**config.mk**
```make
export PLATFORM = sky130hd
export DESIGN_NAME = serial_subtractor8
export DESIGN_NICKNAME = d
export VERILOG_FILES = /design/src/rtl/serial_subtractor8_pkg.sv /design/src/rtl/full_subtractor.sv /design/src/rtl/serial_subtractor8.sv
export SDC_FILE = /design/constraint.sdc
export NUM_CORES = 1
export LEC_CHECK = 0
export ABC_AREA = 1
export CORE_ASPECT_RATIO = 1.25
export CORE_MARGIN = 5
export CORE_UTILIZATION = 51
export DETAILED_ROUTE_END_ITERATION = 10
export PLACE_DENSITY = 0.84
export SLEW_MARGIN = 20
export SYNTH_ARGS = -nofsm -noshare
export SYNTH_HDL_FRONTEND = slang
export SYNTH_HIERARCHICAL = 1
export SYNTH_SLANG_ARGS = --single-unit
```
**constraint.sdc**
```tcl
create_clock -name clk -period 2 [get_ports clk]
set_input_delay 0.6 -clock clk [delete_from_list [all_inputs] [get_ports clk]]
set_output_delay 0.6 -clock clk [all_outputs]
set_load 0.01 [all_outputs]
```
**src/rtl/serial_subtractor8_pkg.sv**
```systemverilog
// Shared constants, state encoding and result payload for the serial 8-bit subtractor.
//   WIDTH      : operand width
//   DIGIT_W    : bits processed per clock
//   NUM_DIGITS : digits per operation
//   CNT_W      : width of the digit counter
package serial_subtractor8_pkg;

  localparam int unsigned WIDTH      = 8;
  localparam int unsigned DIGIT_W    = 2;
  localparam int unsigned NUM_DIGITS = WIDTH / DIGIT_W;
  localparam int unsigned CNT_W      = 2;

  typedef enum logic [1:0] {
    IDLE = 2'd0,
    RUN  = 2'd1,
    DONE = 2'd2
  } state_t;

  // Completed result as presented on the output ports.
  typedef struct packed {
    logic [WIDTH-1:0] d;
    logic             b8;
    logic             v;
  } result_t;

  // Two's-complement overflow of a subtraction from the operand and result sign bits.
  function automatic logic signed_ovf(input logic xm, input logic ym, input logic dm);
    return (xm ^ ym) & (dm ^ xm);
  endfunction

endpackage

```
**src/rtl/full_subtractor.sv**
```systemverilog
// One-bit full subtractor: d = x - y - bin, bout set when the bit borrows.
//   x, y : operand bits
//   bin  : borrow in
//   d    : difference bit
//   bout : borrow out
module full_subtractor (
  input  logic x,
  input  logic y,
  input  logic bin,
  output logic d,
  output logic bout
);

  assign d    = x ^ y ^ bin;
  // Borrow when y exceeds x, or when they are equal and a borrow is pending.
  assign bout = (~x & y) | (~(x ^ y) & bin);

endmodule

```
**src/rtl/serial_subtractor8.sv**
```systemverilog
// Digit-serial 8-bit subtractor: computes x - y - b0 two bits per clock, LSB first.
//   clk, rst_n : clock, asynchronous active-low reset
//   x, y, b0   : minuend, subtrahend, borrow-in (sampled when start is accepted in IDLE)
//   start      : operation request, level-sampled
//   d, b8, v   : registered difference, borrow-out, signed overflow (hold until next completion)
//   busy       : high while the operation is running
//   done       : one-cycle completion pulse
module serial_subtractor8
  import serial_subtractor8_pkg::*;
(
  input  logic             clk,
  input  logic             rst_n,
  input  logic [WIDTH-1:0] x,
  input  logic [WIDTH-1:0] y,
  input  logic             b0,
  input  logic             start,
  output logic [WIDTH-1:0] d,
  output logic             b8,
  output logic             v,
  output logic             busy,
  output logic             done
);

  state_t                   state_q, state_nxt;
  logic                     latch_c, step_c, finish_c;

  logic [CNT_W-1:0]         cnt_q;
  logic [WIDTH-1:0]         xr_q, yr_q;
  logic                     br_q;
  logic [WIDTH-DIGIT_W-1:0] dacc_q;
  result_t                  res_q;
  logic                     busy_q, done_q;

  logic [DIGIT_W-1:0]       dig_d;
  logic                     b_mid, b_out;

  // Two chained full subtractors form the current 2-bit digit slice.
  full_subtractor u_fs0 (
    .x    (xr_q[0]),
    .y    (yr_q[0]),
    .bin  (br_q),
    .d    (dig_d[0]),
    .bout (b_mid)
  );

  full_subtractor u_fs1 (
    .x    (xr_q[1]),
    .y    (yr_q[1]),
    .bin  (b_mid),
    .d    (dig_d[1]),
    .bout (b_out)
  );

  // State register.
  always_ff @(posedge clk or negedge rst_n) begin
    if (!rst_n) state_q <= IDLE;
    else        state_q <= state_nxt;
  end

  // Next-state and datapath control.
  always_comb begin
    state_nxt = state_q;
    latch_c   = 1'b0;
    step_c    = 1'b0;
    finish_c  = 1'b0;
    unique case (state_q)
      IDLE: begin
        if (start) begin
          latch_c   = 1'b1;
          state_nxt = RUN;
        end
      end
      RUN: begin
        step_c = 1'b1;
        if (cnt_q == CNT_W'(NUM_DIGITS - 1)) begin
          finish_c  = 1'b1;
          state_nxt = DONE;
        end
      end
      DONE:    state_nxt = IDLE;
      default: state_nxt = IDLE;
    endcase
  end

  // Working registers: operands shift right one digit per RUN cycle,
  // difference digits enter the accumulator from the top.
  always_ff @(posedge clk or negedge rst_n) begin
    if (!rst_n) begin
      cnt_q  <= '0;
      xr_q   <= '0;
      yr_q   <= '0;
      br_q   <= 1'b0;
      dacc_q <= '0;
    end else if (latch_c) begin
      cnt_q  <= '0;
      xr_q   <= x;
      yr_q   <= y;
      br_q   <= b0;
      dacc_q <= '0;
    end else if (step_c) begin
      cnt_q  <= cnt_q + CNT_W'(1);
      xr_q   <= {DIGIT_W'(0), xr_q[WIDTH-1:DIGIT_W]};
      yr_q   <= {DIGIT_W'(0), yr_q[WIDTH-1:DIGIT_W]};
      br_q   <= b_out;
      dacc_q <= {dig_d, dacc_q[WIDTH-DIGIT_W-1:DIGIT_W]};
    end
  end

  // Result registers load together on the last digit; at that point the
  // operand registers hold the original bit 7 in position 1.
  always_ff @(posedge clk or negedge rst_n) begin
    if (!rst_n) begin
      res_q <= '0;
    end else if (finish_c) begin
      res_q.d  <= {dig_d, dacc_q};
      res_q.b8 <= b_out;
      res_q.v  <= signed_ovf(xr_q[1], yr_q[1], dig_d[1]);
    end
  end

  // Status flags registered from the next state so they track the state register.
  always_ff @(posedge clk or negedge rst_n) begin
    if (!rst_n) begin
      busy_q <= 1'b0;
      done_q <= 1'b0;
    end else begin
      busy_q <= (state_nxt == RUN);
      done_q <= (state_nxt == DONE);
    end
  end

  assign d    = res_q.d;
  assign b8   = res_q.b8;
  assign v    = res_q.v;
  assign busy = busy_q;
  assign done = done_q;

endmodule

```
==> metrics.yaml <==
outcome: "completed"
vdd.ir_drop.worst_v: 0.00113
dp_hpwl_um: 2270
finalSetupViolCount: 0
hp-class: "input pin to asynchronous set/reset pin"
rsz0062_at_grt: "no"
ioPinCount: 32
h-tree-depth: 2
cts_setup_buffers: 0
num_antenna_cells: 0
drt_iter0_markers: 80
required_ns: 2.19
synth_area_leaders: "dfrtp_1 57%, nand3_1 15%, nand2_1 15%"
synth_warnings: 6
top_layer: "met4"
cp_max_fo: 4
ys.flop_type: "dfrtp_1"
worst_slack_ns: 0.158
clockRootBuffer: "clkbuf_8"
ys_types: 16
clock_latency_ns: 0.29
crit_type: "flop to flop"
drcViolationCount: 0
met2_length_um: 1590
synth-edff-count: 0
netlist_area_sq_mm: 0.00170
routed-wl-met3_um: 228
max_freq_mhz: 543
dp.cells: 257
hold_ws_ns: 0.340
power_density_mw_per_mm2: 1470
start_kind: "flop"
ys_top_cells_by_count: "69 x nand2_1, 52 x nand3_1, 39 x dfrtp_1, 8 x inv_1, 5 x buf_2"
multi_input_area_sq_um: 619
grt_pass1_wl_um: 5640
period_share: 0.921
synth_seq_cells: 39
period_needed_ns: 1.84
fin_cells: 265
setup_tns_ns: 0
num_rows: 23
yosys.area.top_type: "dfrtp_1"
end_kind: "flop"
r2r_start: "yr_q[0]"
area_growth_pct: 26.5
synth_cells: 192
grt-ovfl-total: 0
cts_made_buffers: 5
die_x_um: 61.7
num-fill-cells: 269
core_sq_mm: 0.00322
initial_core_util: 0.528
ctsResizeCount: 0
maxSlewViolCount: 0
cap_viol_max_count: 0
syn_nets: 215
cts.sinks: 39
wl_per_cell_um: 12.2
antenna_found_initial: 0
cts.reportedPaths.clkPinSlew_ns: 0.07
grt_pass1_vias: 1399
worstPathArrival_ns: 2.03
avgSynthCellArea_sq_um: 8.87
async_flop_share: 1.00
vias: 1382
die_y_um: 74.6
power.leakage_uw: 0.00109
synth_most_common_cell: "nand2_1"
worstMarginPinSlew_ns: 0.596
hold_viol_final: 0
cts.path.max_buffers: 2
synth_top_area_frac: 0.573
ant_nets: 0
drt-total-wl_um: 3230
drive_gt1_frac: 0.0877
first_pass_iters: 4
dieArea_sq_mm: 0.00460
synth-seq-area-share: 0.573
port_buffers: 31
wl_met1_um: 1350
globalplace.congestion: 0.809
relSlewSlack: 0.602
grt_max_degree: 40
cp-startpoint: "yr_q[0]"
dpl_worst_slack_ns: 0.173
final_nets: 250
cts_tree: "built"
grt_usage: 0.166
skew_ns: 0.00226
seq_area_sq_um: 976
viasPerCell: 5.22
postCtsHoldBufs: 0
final cells by class:
type,instances,area share
clock inverters,2,0.0163
flip-flops and latches,39,0.453
repair buffers,38,0.166
clock buffers,6,0.0383
multi-input cells,133,0.287
inverters,10,0.0174
well taps,37,0.0215
state kept, by name, indices dropped and copies added, names as in the netlist:
register,cells
d,8
xr_q,8
yr_q,8
dacc_q,6
cnt_q,2
state_q,2
b8,1
br_q,1
busy,1
done,1
v,1
through the flow:
step	power, uW	instance area, sq um	util
5_1_grt	3440	2150	0.668
4_1_cts	3220	2150	0.668
3_3_place_gp	2480	2040	0.632
2_1_floorplan	2130	1700	-
3_5_place_dp	2530	2040	0.632
6_report	3180	2150	0.668
cell usage in the layout (no fill, tap or decap), types with 2 or more instances in the layout:
master           netlist  final
buf_4                  1      7
dfrtp_1               39     39
nand3_1               52     52
nor2_1                 4      4
inv_1                  8      8
nand2_1               69     69
clkbuf_8               0      6
a21boi_0               2      2
fa_1                   2      2
inv_2                  2      2
clkdlybuf4s50_1        0     30
power by group:
part	internal [uW]	total, uW	switching (uW)
registers	1090	1270	183
logic	528	1230	707
clock network	403	669	266
logic make-up after synthesis:
| logic type | synth area share |
|---|---|
| DFF | 0.573 |
| and+or+nand+nor | 0.321 |
| AOI/OAI and AO/OA | 0.0118 |
| buffers and inverters | 0.0632 |
| adders and majority gates | 0.0309 |
path summary, 6_finish.rpt:
kind | slack [ns] | to | cells after the start
worst max-delay path | 0.16 | v | 10
worst min-delay path | 0.34 | xr_q[7] | 2
worst max register to register | 0.16 | v | 10
worst min register to register | 0.47 | d[2] | 2
max in group asynchronous | 1.32 | yr_q[6] | 2
min in group clk | 0.47 | d[2] | 2
metal layers:
metal,vias up,track usage
met5,-,0
met4,0,0.0755
met3,8,0.0556
met2,45,0.284
met1,642,0.182
li1,687,-
critical path: stages (launching register included):
cell and delay (ns):
dfrtp_1 0.35, inv_1 0.06, fa_1 0.41, inv_1 0.06
inv_1 0.05, fa_1 0.55, nor2_1 0.07, nand2_1 0.06
nand2_1 0.05, nand2_1 0.05, nand2_1 0.04
No activity file was read; power rests on OpenSTA's default activity.
